### src/rtl/gn_axis_rr_arb.sv
// Round-robin AXI4-Stream arbiter: P_NUM masters share one registered output stream,
// bursts of up to P_BURST_LEN beats per grant. Optional per-requester counters: GN_AXIS_RR_ARB_STATS_EN.
module gn_axis_rr_arb #(
  parameter int P_NUM       = 2,
  parameter int P_DWIDTH    = 32,
  parameter int P_BURST_LEN = 4
) (
  input  logic                        clk,
  input  logic                        reset_n,
  input  logic [P_NUM*P_DWIDTH-1:0]   s_axis_tdata,
  input  logic [P_NUM-1:0]            s_axis_tvalid,
  output logic [P_NUM-1:0]            s_axis_tready,
  output logic [P_DWIDTH-1:0]         m_axis_tdata,
  output logic                        m_axis_tvalid,
  input  logic                        m_axis_tready,
  output logic [$clog2(P_NUM)-1:0]    grant_id,
  output logic                        busy
`ifdef GN_AXIS_RR_ARB_STATS_EN
  ,
  output logic [P_NUM*32-1:0]         stat_beat_cnt,
  output logic [P_NUM*16-1:0]         stat_grant_cnt
`endif
);

  localparam int GW = $clog2(P_NUM);
  localparam int CW = $clog2(P_BURST_LEN + 1);

  typedef enum logic {IDLE, GRANT} state_e;

  state_e              state_q, state_d;
  logic [GW-1:0]       grant_q, grant_d;
  logic [CW-1:0]       cnt_q, cnt_d, cnt_inc;
  logic                mv_q, mv_d;
  logic [P_DWIDTH-1:0] md_q, md_d;

  logic                out_free, hs, sel_found;
  logic [GW-1:0]       sel_idx, idx;

  // First valid requester after the last grant, wrapping modulo P_NUM.
  always_comb begin
    sel_found = 1'b0;
    sel_idx   = grant_q;
    idx       = '0;
    for (int k = 1; k <= P_NUM; k++) begin
      idx = GW'((int'(grant_q) + k) % P_NUM);
      if (!sel_found && s_axis_tvalid[idx]) begin
        sel_found = 1'b1;
        sel_idx   = idx;
      end
    end
  end

  assign out_free = !mv_q || m_axis_tready;
  assign hs       = (state_q == GRANT) && s_axis_tvalid[grant_q] && out_free;
  assign cnt_inc  = cnt_q + CW'(1);

  always_comb begin
    state_d       = state_q;
    grant_d       = grant_q;
    cnt_d         = cnt_q;
    s_axis_tready = '0;
    case (state_q)
      IDLE: begin
        if (sel_found) begin
          grant_d = sel_idx;
          cnt_d   = '0;
          state_d = GRANT;
        end
      end
      GRANT: begin
        s_axis_tready[grant_q] = out_free;
        if (hs) begin
          cnt_d = cnt_inc;
          if (cnt_inc == CW'(P_BURST_LEN)) state_d = IDLE;
        end else if (out_free) begin
          // Granted requester went idle with the output free: release early.
          state_d = IDLE;
        end
      end
      default: state_d = IDLE;
    endcase
  end

  always_comb begin
    mv_d = mv_q;
    md_d = md_q;
    if (hs) begin
      mv_d = 1'b1;
      md_d = s_axis_tdata[grant_q*P_DWIDTH +: P_DWIDTH];
    end else if (m_axis_tready) begin
      mv_d = 1'b0;
    end
  end

  always_ff @(posedge clk or negedge reset_n) begin
    if (!reset_n) begin
      state_q <= IDLE;
      grant_q <= GW'(P_NUM - 1);
      cnt_q   <= '0;
      mv_q    <= 1'b0;
      md_q    <= '0;
    end else begin
      state_q <= state_d;
      grant_q <= grant_d;
      cnt_q   <= cnt_d;
      mv_q    <= mv_d;
      md_q    <= md_d;
    end
  end

  assign m_axis_tdata  = md_q;
  assign m_axis_tvalid = mv_q;
  assign grant_id      = grant_q;
  assign busy          = (state_q == GRANT);

`ifdef GN_AXIS_RR_ARB_STATS_EN
  logic [P_NUM-1:0] s_hs;
  assign s_hs = s_axis_tvalid & s_axis_tready;

  for (genvar i = 0; i < P_NUM; i++) begin : g_stat
    logic [31:0] beat_q;
    logic [15:0] gcnt_q;
    logic        gnt_new;
    assign gnt_new = (state_q == IDLE) && sel_found && (sel_idx == GW'(i));
    always_ff @(posedge clk or negedge reset_n) begin
      if (!reset_n) begin
        beat_q <= '0;
        gcnt_q <= '0;
      end else begin
        if (s_hs[i]) beat_q <= beat_q + 32'd1;
        if (gnt_new) gcnt_q <= gcnt_q + 16'd1;
      end
    end
    assign stat_beat_cnt[i*32 +: 32]  = beat_q;
    assign stat_grant_cnt[i*16 +: 16] = gcnt_q;
  end
`endif

endmodule
### config.mk
export PLATFORM = sky130hd
export DESIGN_NAME = gn_axis_rr_arb
export DESIGN_NICKNAME = d
export VERILOG_FILES = /design/src/rtl/gn_axis_rr_arb.sv
export SDC_FILE = /design/constraint.sdc
export NUM_CORES = 1
export LEC_CHECK = 0
export ABC_AREA = 1
export CAP_MARGIN = 20
export CORE_ASPECT_RATIO = 1.5
export CORE_UTILIZATION = 35
export DETAILED_ROUTE_END_ITERATION = 6
export MAX_ROUTING_LAYER = met4
export PLACE_DENSITY_LB_ADDON = 0.2
export SLEW_MARGIN = 10
export SYNTH_ARGS = -nofsm -noshare
export SYNTH_HDL_FRONTEND = slang
export SYNTH_SLANG_ARGS = --single-unit
### constraint.sdc
create_clock -name clk -period 1.27 [get_ports clk]
set_clock_uncertainty 0.05 [all_clocks]
set_input_delay 0.254 -clock clk [delete_from_list [all_inputs] [get_ports clk]]
set_output_delay 0.254 -clock clk [all_outputs]
set_load 0.02 [all_outputs]
==> results.tsv <==
stage	metric	value	unit
sta	worst_hold_slack	0.405	ns
clock_network	htreeDepth	2	
worst_setup_path	critical_path_peak_fanout	18	
sta	period_share	122	%
placement	placed_cell_area	3130	um2
global_routing	grt_first_pass_wirelength	7.91	mm
global_routing	grt_start_max_net_pins	37	
clock_network	tritoncts	built	
cells_and_area	nets	411	
global_routing	globalRouteTotalUtil	19.2	%
placement	port_buffers	105	
sta	hold_viol_final	0	
status	status	finished, violations left	
worst_setup_path	timing.critical_path.required	1.38	ns
synthesis	synth_simple_gate_area_share	22.9	%
synthesis	netlist_instances	213	
sta	slew_headroom	69.0	%
synthesis	synth_xor_area_share	0	%
power_and_ir_drop	ir_drop	1320	uV
worst_setup_path	r2r_end	m_axis_tdata[31]	
synthesis	yosys_warnings	0	
power_and_ir_drop	internal_power	4.70	mW
cells_and_area	finish.cell_count_without_fillers	408	
worst_setup_path	cp_data_arrival_time	1.66	ns
cells_and_area	area_growth_syn_to_layout	79.6	%
worst_setup_path	cp-end-kind	flop	
worst_setup_path	setup.reg_to_reg.worst_slack	-0.28	ns
floorplanning	die_h	92.0	um
synthesis	yosysUniqueCellTypes	22	
sta	clock.fmax	0.646	GHz
cells_and_area	fin_area	3400	um2
drt	wirelength	5.41	mm
drt	route.detailed.wl_per_inst	13.3	um
synthesis	post_synth_main_area_contributors	sky130_fd_sc_hd__dfrtp_1, sky130_fd_sc_hd__or2_2, sky130_fd_sc_hd__o21ai_0	
status	failed_checks	setup timing	
cells_and_area	layout_commonest_cell	sky130_fd_sc_hd__clkdlybuf4s50_1	
worst_setup_path	reg2regPathDepth	8	
synthesis	number_of_flip_flops_and_latches_in_the_synthesized_netlist	38	
worst_setup_path	worst-setup-path-type	reg2reg	
placement	place_inst	388	
clock_network	clkSinkCount	38	
worst_setup_path	start_kind	flop	
synthesis	synth_area_leader_cell	sky130_fd_sc_hd__dfrtp_1	
drt	routed_via_density	4.67	
global_routing	globalRouteOverflowTotal	0	
synthesis	synth.area.mux_share	0	%
worst_setup_path	rr_startpoint	grant_id	
power_and_ir_drop	seqPwrFrac	26.6	%
drt	drcViolationCount	0	
sta	timing.setup.tns	-10.13	ns
synthesis	synth-adder-area-share	1.32	%
synthesis	syn-num-nets	284	
synthesis	synthDominantCellAreaShare	48.9	%
clock_network	clockRootBuffer	sky130_fd_sc_hd__clkbuf_8	
floorplanning	core.rowCount	32	
floorplanning	core-area	5160	um2
global_routing	grt_pass1_vias	1750	
cells_and_area	diodes	0	
power_and_ir_drop	power_leakage	1.55	nW
placement	finalWeightedCongestion	0.761	
power_and_ir_drop	p_sw_share	40.9	%
cells_and_area	layout-drive-gt1-share	35.0	%
sta	worst_slew_pin_slew	0.465	ns
placement	dp_hpwl	3.62	mm
drt	drt_first_pass_iters	4	
cells_and_area	layout.cells.most_common_list	sky130_fd_sc_hd__clkdlybuf4s50_1, sky130_fd_sc_hd__nand2_1, sky130_fd_sc_hd__dfrtp_1	
power_and_ir_drop	power.combinational.fraction	63.9	%
floorplanning	die_width	62.0	um
drt	initialDrtViolationCount	41	
synthesis	syn-cell-area	1890	um2
clock_network	clkTransAtPathRegs	0.07	ns
clock_network	clk_path_buf_depth	2	
global_routing	grt_antenna_before_repair	0	
hold_path	hp-class	in2async	
drt	vias	1904	
floorplanning	floorplan.initialDensity	36.6	%
synthesis	synth_area_in_compound_gates	19.0	%
sta	final_period_minus_worst_setup_slack	1.55	ns
synthesis	syn-mean-instance-area	8.88	um2
clock_network	numCtsBuffers	5	
power_and_ir_drop	cellPowerDensity	2340	nW/um2
worst_setup_path	cp-startpoint	grant_id	
sta	setup_viol	40	
floorplanning	design.die.area	5710	um2
synthesis	synth_seq_area_share	50.3	%
flow_run	timing.max_cap.violations	0	
placement	placement.setup.worst_slack	-0.721	ns
synthesis	largest_family_of_logic_cells_by_synthesized_area	simple AND/OR/NAND/NOR gates	
power_and_ir_drop	clock_power_share	9.5	%
power_and_ir_drop	total_switching_power	3.25	mW
drt	final_antenna_net_count	0	
clock_network	clk_latency	0.28	ns
sta	final.setup.worst_slack	-0.277	ns
sta	maxSlewViolCount	0	
sta	rsz_0062_raised_after_global_routing	true	
floorplanning	pin_count	106	
## sequential cells by signal, summed over array words and instances, names as in the netlist
signal / flops
cnt_q: 3
grant_id: 1
m_axis_tdata: 32
m_axis_tvalid: 1
busy: 1
## metal layers
metal	up-vias	part of all wire [%]	track usage (%)
met5	-	0	-
met4	0	1.4	6.85
met3	7	5.0	4.09
met2	61	55	32.9
met1	873	39	21.1
li1	963	-	-
## critical path, stage by stage (launching register included)
cell and delay (ns):
sky130_fd_sc_hd__dfstp_2 0.56, sky130_fd_sc_hd__buf_12 0.11, sky130_fd_sc_hd__inv_6 0.04, sky130_fd_sc_hd__buf_12 0.13, sky130_fd_sc_hd__nand2_4 0.06, sky130_fd_sc_hd__nand2_4 0.06
sky130_fd_sc_hd__nand3_4 0.14, sky130_fd_sc_hd__clkbuf_16 0.21, sky130_fd_sc_hd__o21ai_1 0.07
## power by group through the flow
stage | Combinational (mW) | Clock [mW] | Sequential (mW)
floorplan | 1.87 | 0 | 2.80
global placement | 4.44 | 0 | 2.11
detailed placement | 4.49 | 0 | 2.15
CTS | 4.84 | 0.785 | 2.13
global route | 5.50 | 0.836 | 2.18
finish | 5.08 | 0.754 | 2.11
## per-stage QoR
stage          util [%]  total power, mW
3_5_place_dp       60.5             6.63
2_1_floorplan         -             4.67
5_1_grt            65.8             8.51
4_1_cts            65.3             7.76
6_report           65.8             7.94
3_3_place_gp       60.5             6.56
## kinds of logic (layout without fill, tap and decap cells)
| logic type | Yosys count | after routing |
|---|---|---|
| buffers and inverters | 21 | 148 |
| adders and majority gates | 2 | 2 |
| AOI/OAI and AO/OA | 68 | 68 |
| and+or+nand+nor | 84 | 84 |
| DFF | 38 | 38 |
## worst max-delay path by stage
stage,slack (ns),endpoint,depth (start not counted)
3_3_place_gp,-0.72,s_axis_tready[1],6
5_1_grt,-0.34,m_axis_tdata[19],8
3_5_place_dp,-0.72,s_axis_tready[1],6
4_1_cts,-0.26,s_axis_tready[0],3
6_report,-0.28,m_axis_tdata[31],8
2_1_floorplan,-0.20,m_axis_tdata[10],8
## cells in the mapped netlist, drive strengths merged
cell,instances
nand3,4
inv,7
nor3,2
clkbuf,7
a31oi,1
buf,7
or2,32
o21ai,65
nand2,43
nand4,3
dfstp,1
ha,2
dfrtp,37
a21oi,2
## timing repair
action / 4_1_cts / 5_1_grt
endpoints found under the setup margin: 74 / 62
setup buffers: 7 / 1
pin swaps: 1 / 1
resized for setup: 119 / 31
hold endpoints to repair: 17 / 0
hold buffers: 1 / 0
cloned: 1 / 3
## layout make-up
class | instances | area, um2
repair buffers | 134 | 1390
fillers | 463 | 1770
well taps | 68 | 85.1
flip-flops and latches | 38 | 953
clock buffers | 7 | 76.3
multi-input cells | 154 | 861
inverters | 7 | 31.3
(Power assumes the default switching activity.)
